File: config.mk
export PLATFORM = sky130hd
export DESIGN_NAME = regfile_wb_arbiter
export DESIGN_NICKNAME = d
export VERILOG_FILES = /design/src/rtl/reg_pkg.sv /design/src/rtl/rr_arb2.sv /design/src/rtl/regfile_wb_arbiter.sv
export SDC_FILE = /design/constraint.sdc
export NUM_CORES = 1
export LEC_CHECK = 0
export BUFFER_PORTS_ARGS = -buffer_cell sky130_fd_sc_hd__buf_2
export CORE_UTILIZATION = 47
export DETAILED_ROUTE_END_ITERATION = 10
export GPL_ROUTABILITY_DRIVEN = 0
export PLACE_DENSITY = 0.84
export SKIP_CTS_REPAIR_TIMING = 1
export SYNTH_ARGS = -nofsm -noshare
export SYNTH_HDL_FRONTEND = slang
export SYNTH_SLANG_ARGS = --single-unit
File: constraint.sdc
create_clock -name clock -period 3.4 [get_ports clock]
set_input_delay 0.34 -clock clock [delete_from_list [all_inputs] [get_ports clock]]
set_output_delay 0.34 -clock clock [all_outputs]
set_load 0.02 [all_outputs]
File: src/rtl/reg_pkg.sv
// Shared constants and types for the register-file write-port controller.
// Requester ids double as the round-robin priority pointer.
package reg_pkg;

  localparam int unsigned DATA_W = 32;
  localparam int unsigned ADDR_W = 5;
  localparam int unsigned NREGS  = 32;
  localparam int unsigned CNT_W  = (NREGS > 1) ? $clog2(NREGS) : 1;

  typedef enum logic {
    CLEAR,
    RUN
  } state_e;

  typedef enum logic {
    REQ_A,
    REQ_B
  } req_e;

  function automatic req_e other_req(input req_e r);
    return (r == REQ_A) ? REQ_B : REQ_A;
  endfunction

endpackage

File: src/rtl/rr_arb2.sv
// Two-input round-robin arbiter: readies from the other side's valid and the
// priority pointer, plus the next pointer value after a grant.
module rr_arb2
  import reg_pkg::*;
(
  input  logic en_i,
  input  logic a_valid_i,
  input  logic b_valid_i,
  input  req_e prio_i,
  output logic a_ready_o,
  output logic b_ready_o,
  output logic a_gnt_o,
  output logic b_gnt_o,
  output req_e prio_o
);

  always_comb begin
    // A side may only lose when B is competing and B holds priority, and vice versa,
    // so at most one grant is ever produced.
    a_ready_o = en_i & (~b_valid_i | (prio_i == REQ_A));
    b_ready_o = en_i & (~a_valid_i | (prio_i == REQ_B));
    a_gnt_o   = a_valid_i & a_ready_o;
    b_gnt_o   = b_valid_i & b_ready_o;

    prio_o = prio_i;
    if (a_gnt_o) begin
      prio_o = other_req(REQ_A);
    end else if (b_gnt_o) begin
      prio_o = other_req(REQ_B);
    end
  end

endmodule

File: src/rtl/regfile_wb_arbiter.sv
// Register-file write-port controller: zero-fill sweep after reset / on request,
// then round-robin sharing of the single write port between requesters A and B.
module regfile_wb_arbiter
  import reg_pkg::*;
(
  input  logic              clock,
  input  logic              reset,
  input  logic              clear_req,
  output logic              busy,
  input  logic              a_valid,
  input  logic [ADDR_W-1:0] a_rd,
  input  logic [DATA_W-1:0] a_data,
  output logic              a_ready,
  input  logic              b_valid,
  input  logic [ADDR_W-1:0] b_rd,
  input  logic [DATA_W-1:0] b_data,
  output logic              b_ready,
  output logic              writereg,
  output logic [ADDR_W-1:0] rd,
  output logic [DATA_W-1:0] writedata
);

  state_e            state_q, state_d;
  logic [CNT_W-1:0]  cnt_q, cnt_d;
  req_e              prio_q, prio_d;
  logic              writereg_q, writereg_d;
  logic [ADDR_W-1:0] rd_q, rd_d;
  logic [DATA_W-1:0] writedata_q, writedata_d;

  logic arb_en;
  logic a_gnt, b_gnt;
  req_e arb_prio;

  // A clear request in RUN pre-empts both requesters in the same cycle.
  assign arb_en = (state_q == RUN) & ~clear_req;

  rr_arb2 u_arb (
    .en_i      (arb_en),
    .a_valid_i (a_valid),
    .b_valid_i (b_valid),
    .prio_i    (prio_q),
    .a_ready_o (a_ready),
    .b_ready_o (b_ready),
    .a_gnt_o   (a_gnt),
    .b_gnt_o   (b_gnt),
    .prio_o    (arb_prio)
  );

  always_comb begin
    state_d     = state_q;
    cnt_d       = cnt_q;
    prio_d      = prio_q;
    writereg_d  = 1'b0;
    rd_d        = rd_q;
    writedata_d = writedata_q;

    unique case (state_q)
      CLEAR: begin
        writereg_d  = 1'b1;
        rd_d        = ADDR_W'(cnt_q);
        writedata_d = '0;
        if (cnt_q == CNT_W'(NREGS - 1)) begin
          cnt_d   = '0;
          state_d = RUN;
        end else begin
          cnt_d = cnt_q + CNT_W'(1);
        end
      end
      RUN: begin
        if (clear_req) begin
          state_d = CLEAR;
          cnt_d   = '0;
        end else if (a_gnt) begin
          // x0 writes complete the handshake but never reach the file.
          writereg_d  = (a_rd != '0);
          rd_d        = a_rd;
          writedata_d = a_data;
          prio_d      = arb_prio;
        end else if (b_gnt) begin
          writereg_d  = (b_rd != '0);
          rd_d        = b_rd;
          writedata_d = b_data;
          prio_d      = arb_prio;
        end
      end
      default: begin
        state_d = CLEAR;
        cnt_d   = '0;
      end
    endcase
  end

  always_ff @(posedge clock) begin
    if (reset) begin
      state_q     <= CLEAR;
      cnt_q       <= '0;
      prio_q      <= REQ_A;
      writereg_q  <= 1'b0;
      rd_q        <= '0;
      writedata_q <= '0;
    end else begin
      state_q     <= state_d;
      cnt_q       <= cnt_d;
      prio_q      <= prio_d;
      writereg_q  <= writereg_d;
      rd_q        <= rd_d;
      writedata_q <= writedata_d;
    end
  end

  assign busy      = (state_q == CLEAR);
  assign writereg  = writereg_q;
  assign rd        = rd_q;
  assign writedata = writedata_q;

endmodule

==> flow_metrics.tcl, run 1 <==
set metrics [dict create \
    outcome "finished, final reports clean" \
    yosysSeqAreaShare 0.418 \
    dr.pass1.iters 4 \
    synthTopCellsByArea "dfxtp_1 42%, mux2i_1 17%, a211oi_1 11%" \
    required_ns 3.59 \
    io_pins 120 \
    worst_slew_pin_slew_ns 0.810 \
    root_buffer "clkbuf_8" \
    irDropWorstVdd_mv 0.260 \
    yosys.area.top_type "dfxtp_1" \
    final_common_cell "buf_2" \
    cp_common_cell "buf_4" \
    maxCapViolations 0 \
    rsz0062_at_grt "false" \
    area.growth.synth_to_final_pct 29.6 \
    cp.arrival_ns 2.43 \
    drt-total-wl_um 4800 \
    fin_util 0.637 \
    relSlewSlack 0.460 \
    cts_tree "done" \
    post-place-ws_ns 1.18 \
    clkSinkCount 45 \
    syn_avg_cell_area_um2 9.53 \
    whs_ns 0.305 \
    final_nets 414 \
    grt_max_degree 66 \
    syn_nets 307 \
    mostFrequentLayoutCells "119 x buf_2, 45 x a21oi_1, 44 x dfxtp_1" \
    fin_crit_sh 0.659 \
    core_um2 4380 \
    syn_area_um2 2150 \
    drc 0 \
    total_power_uw 936 \
    grt_pass1_wl_um 7830 \
    die_w_um 69.7 \
    drv_slew 0 \
    cts_max_path_buffers 2 \
    final.setup.worst_slack_ns 1.16 \
    clk_latency_ns 0.29 \
    powerDensity_nw_per_um2 335 \
    finalSetupTns_ns 0 \
    overflow 0 \
    yosys_warnings 0 \
    path_clk_slew_ns 0.08 \
    cp_max_fo 65 \
    synth_cell_types 26 \
    rrSetupSlack_ns 1.16 \
    leakage_uw 0.00145 \
    dpl.hpwl_um 3470 \
    syn-instance-count 226 \
    worstHoldPathCells 2 \
    dieArea_um2 4860 \
    cp_slowest_cell "dfxtp_2" \
    setup_viol 0 \
    drtAntennaViolNets 0 \
    holdPathEnd "state_q" \
    cp-start-kind "register" \
    floorplan.rows 24 \
    r2r-start "state_q" \
    report.final.hold_viol_count 0 \
    cts_buffers 5 \
    clock_skew_ns 0.00436 \
    detail_route.wl_per_cell_um 12.4 \
    min_path_type "in -> reg" \
    grt_usage 0.193 \
    portBuffers 119 \
    r2r-end "writedata[2]" \
    grt_pass1_vias 1860 \
    initial_utilization 0.491 \
    path_cells "buf_4, nand2b_1, nor2_4, buf_4, a21oi_1, a211oi_1" \
    via_count 2076 \
    drive_above_1_share 0.389 \
    initialDrtViolationCount 157 \
    hold_start "clear_req" \
    slowest_delay_ns 0.56 \
    crit_type "reg -> reg" \
    diodes 0 \
    cts_max_level 2 \
    die_y_um 69.7 \
    final.min_clock_period_ns 2.24 \
    ys_ff_latch 45 \
    cp-end-kind "register" \
    clock.fmax_mhz 447 \
    antenna_found_initial 0 \
    reg2reg_depth 6 \
    synth_top_area_frac 0.418 \
    viasPerCell 5.38 \
]
through the flow:
step / instances / instance area [um^2]
CTS: 386 / 2790
detailed placement: 378 / 2710
finish: 386 / 2790
floorplan: 226 / 2150
global placement: 378 / 2710
global route: 386 / 2790
routing by layer:
layer	wire [um]	GRT usage	share of wire	up-vias
met5	0	0	0	-
met4	23	0.0267	0.0048	0
met3	325	0.0509	0.068	3
met2	2390	0.362	0.50	76
met1	2060	0.224	0.43	922
li1	-	-	-	1075
synth_stat cells:
library cell	count
a311oi_1	1
a211oi_1	33
and3_1	2
nand4_1	1
o32ai_1	5
nand3b_1	3
nand2b_1	1
or2_1	1
dfxtp_1	45
ha_1	2
inv_1	3
a311o_1	1
mux2i_1	37
nor3_1	5
nor2_1	10
nand3_4	1
buf_6	4
or4_1	1
and2b_4	1
buf_2	6
buf_4	3
clkbuf_1	8
a21oi_1	45
o21ai_0	3
nand2_1	3
or3_1	1
critical path: cells and delay by family (launching register included):
kind                   cells  cell delay (ns)
buffers and inverters      2             0.83
flip-flops                 1             0.56
AND/OR/NAND/NOR            2             0.34
AO/OA/AOI/OAI              2             0.35
state kept, by name, summed over array words and instances (netlist names):
signal and cells:
cnt_q 5, prio_q 1, rd 5, state_q 1, writedata 32, writereg 1
final cells by class:
cell class                      instances  area (um^2)
Fill cell                             394         1590
Multi-Input combinational cell        157         1120
Sequential cell                        45          902
Timing Repair Buffer                  121          611
Clock buffer                            8         80.1
Tap cell                               52         65.1
Inverter                                3         11.3
worst max path at each step:
| stage | from | end | slack, ns | depth (start not counted) |
|---|---|---|---|---|
| 2_1_floorplan | cnt_q[0] | cnt_q[3] | 1.97 | 6 |
| 3_3_place_gp | state_q | writedata[16] | 1.30 | 6 |
| 3_5_place_dp | state_q | writedata[2] | 1.18 | 6 |
| 4_1_cts | state_q | writedata[2] | 1.16 | 6 |
| 5_1_grt | state_q | writedata[2] | 0.94 | 6 |
| 6_report | state_q | writedata[2] | 1.16 | 6 |
logic make-up (layout without fill, tap and decap cells):
kind of cell	Yosys count	in the layout	share of synthesized area
flops	45	45	0.418
mux	37	37	0.172
simple gates	30	30	0.0784
compound gates	88	88	0.256
buf+inv	24	132	0.0645
fa+ha+maj	2	2	0.0116
power by group:
part	leakage, uW	switching, uW	internal [uW]
Combinational	0.00105	40.7	49.9
Sequential	0.000364	5.08	532
Clock	0.0000395	162	146
Total	0.00145	207	728
Power figures use the tool's default switching activity.
==> run 2: changes to the inputs <==
CORE_UTILIZATION = 44   (was 47)
PLACE_DENSITY = 0.8   (was 0.84)
clock period = 2.1 ns   (was 3.4 ns; I/O delays follow)
==> run 2 against run 1 <==
Effect of this change: sequential share of layout area decreased by 0.78 points; sequential power increased by 62%; setup slack lost 0.74 ns; global-route usage grew 1.1 points; largest cell class unchanged; largest power group unchanged.
==> flow_metrics.tcl, run 2 (synthesis gave the netlist of run 1 again) <==
set metrics [dict create \
    reg2reg_depth 4 \
    diodes 0 \
    total_power_uw 1530 \
    crit_type "reg -> reg" \
    dr.pass1.iters 4 \
    drt-total-wl_um 5340 \
    cp_slowest_cell "or3_1" \
    core_um2 4720 \
    area.growth.synth_to_final_pct 32.8 \
    cp.arrival_ns 1.87 \
    clkSinkCount 45 \
    required_ns 2.30 \
    final_common_cell "buf_2" \
    drv_slew 0 \
    finalSetupTns_ns 0 \
    post-route-cell-area_um2 2860 \
    root_buffer "clkbuf_8" \
    clock_skew_ns 0.00346 \
    crit_family "simple AND/OR/NAND/NOR gates" \
    cp_max_fo 27 \
    cts_tree "done" \
    viasPerCell 5.28 \
    antenna_found_initial 0 \
    irDropWorstVdd_mv 0.325 \
    io_pins 120 \
    worst-path-buf-inv 1 \
    fin_crit_sh 0.799 \
    via_count 2134 \
    relSlewSlack 0.680 \
    cts_buffers 5 \
    leakage_uw 0.00148 \
    outcome "finished, final reports clean" \
    initial_utilization 0.456 \
    drc 0 \
    cts_max_path_buffers 2 \
    die_w_um 72.0 \
    largest_reg_flops 32 \
    slowest_delay_ns 0.46 \
    powerDensity_nw_per_um2 535 \
    cp-start-kind "register" \
    cp-end-kind "register" \
    report.final.hold_viol_count 0 \
    initialDrtViolationCount 106 \
    nFillCells 417 \
    grt_max_degree 66 \
    dieArea_um2 5180 \
    path_cells "buf_4, nand2b_1, or3_1, o32ai_1" \
    clk_latency_ns 0.29 \
    maxCapViolations 0 \
    final_nets 417 \
    worstHoldPathCells 2 \
    setup_viol 0 \
    final.min_clock_period_ns 1.68 \
    dpl.hpwl_um 3790 \
    portBuffers 119 \
    placed_cells 396 \
    grt_usage 0.205 \
    holdPathEnd "state_q" \
    overflow 0 \
    min_path_type "in -> reg" \
    cts_max_level 2 \
    drive_above_1_share 0.401 \
    r2r-start "state_q" \
    worst_slew_pin_slew_ns 0.481 \
    path_clk_slew_ns 0.08 \
    mostFrequentLayoutCells "119 x buf_2, 45 x a21oi_1, 44 x dfxtp_1" \
    hold_start "clear_req" \
    r2r-end "writereg" \
    grt_pass1_vias 1932 \
    rrSetupSlack_ns 0.42 \
    drtAntennaViolNets 0 \
    rsz0062_at_grt "false" \
    detail_route.wl_per_cell_um 13.2 \
    instances_no_fill 404 \
    grt_pass1_wl_um 8480 \
    clock.fmax_mhz 596 \
    floorplan.rows 25 \
    die_y_um 72.0 \
    place_area_um2 2780 \
]
==> run 2: changes by cell type in the layout (fill, tap and decap cells not counted), sizes merged <==
cell,change
clkbuf,-2
buf,+3
clkinv,+2
==> run 2: stage by stage <==
stage	worst slack [ns]	hold WS, ns	util
after global routing	0.291	0.190	0.606
after global placement	0.469	0.463	0.588
after floorplan	0.673	0.309	-
final	0.422	0.166	0.606
after detailed placement	0.400	0.465	0.588
after CTS	0.415	0.151	0.606
==> run 2: final cells by class <==
cell class | count | area (um^2) | area share
well taps | 67 | 83.8 | 0.0293
flip-flops and latches | 45 | 902 | 0.315
multi-input cells | 157 | 1120 | 0.392
clock buffers | 6 | 72.6 | 0.0254
inverters | 3 | 11.3 | 0.00394
clock inverters | 2 | 10.0 | 0.00350
repair buffers | 124 | 658 | 0.230
==> run 2: per-layer routing <==
layer,up-vias,global-route usage,routed length [um]
li1,1073,-,-
met1,968,0.262,2380
met2,91,0.348,2590
met3,2,0.0528,362
met4,0,0.0479,5
met5,-,0,0
==> run 2: worst reg2reg max path: cells and delay by family, from the launching register on <==
family          cells  cell delay (ns)
buf+inv             1             0.27
simple gates        2             0.66
flops               1             0.35
compound gates      1             0.30
==> run 2: worst max path at each step <==
stage | from | to | slack, ns | cells after the start
3_5_place_dp | clear_req | writedata[14] | 0.40 | 6
5_1_grt | state_q | writedata[15] | 0.29 | 6
4_1_cts | state_q | writereg | 0.41 | 4
2_1_floorplan | cnt_q[0] | cnt_q[3] | 0.67 | 6
3_3_place_gp | clear_req | writedata[3] | 0.47 | 6
6_report | state_q | writereg | 0.42 | 4
==> run 2: power breakdown <==
part           total [uW]  switching, uW  internal, uW
combinational         150           68.1          81.8
sequential            871           9.39           861
clock                 511            280           231
total                1530            357          1170
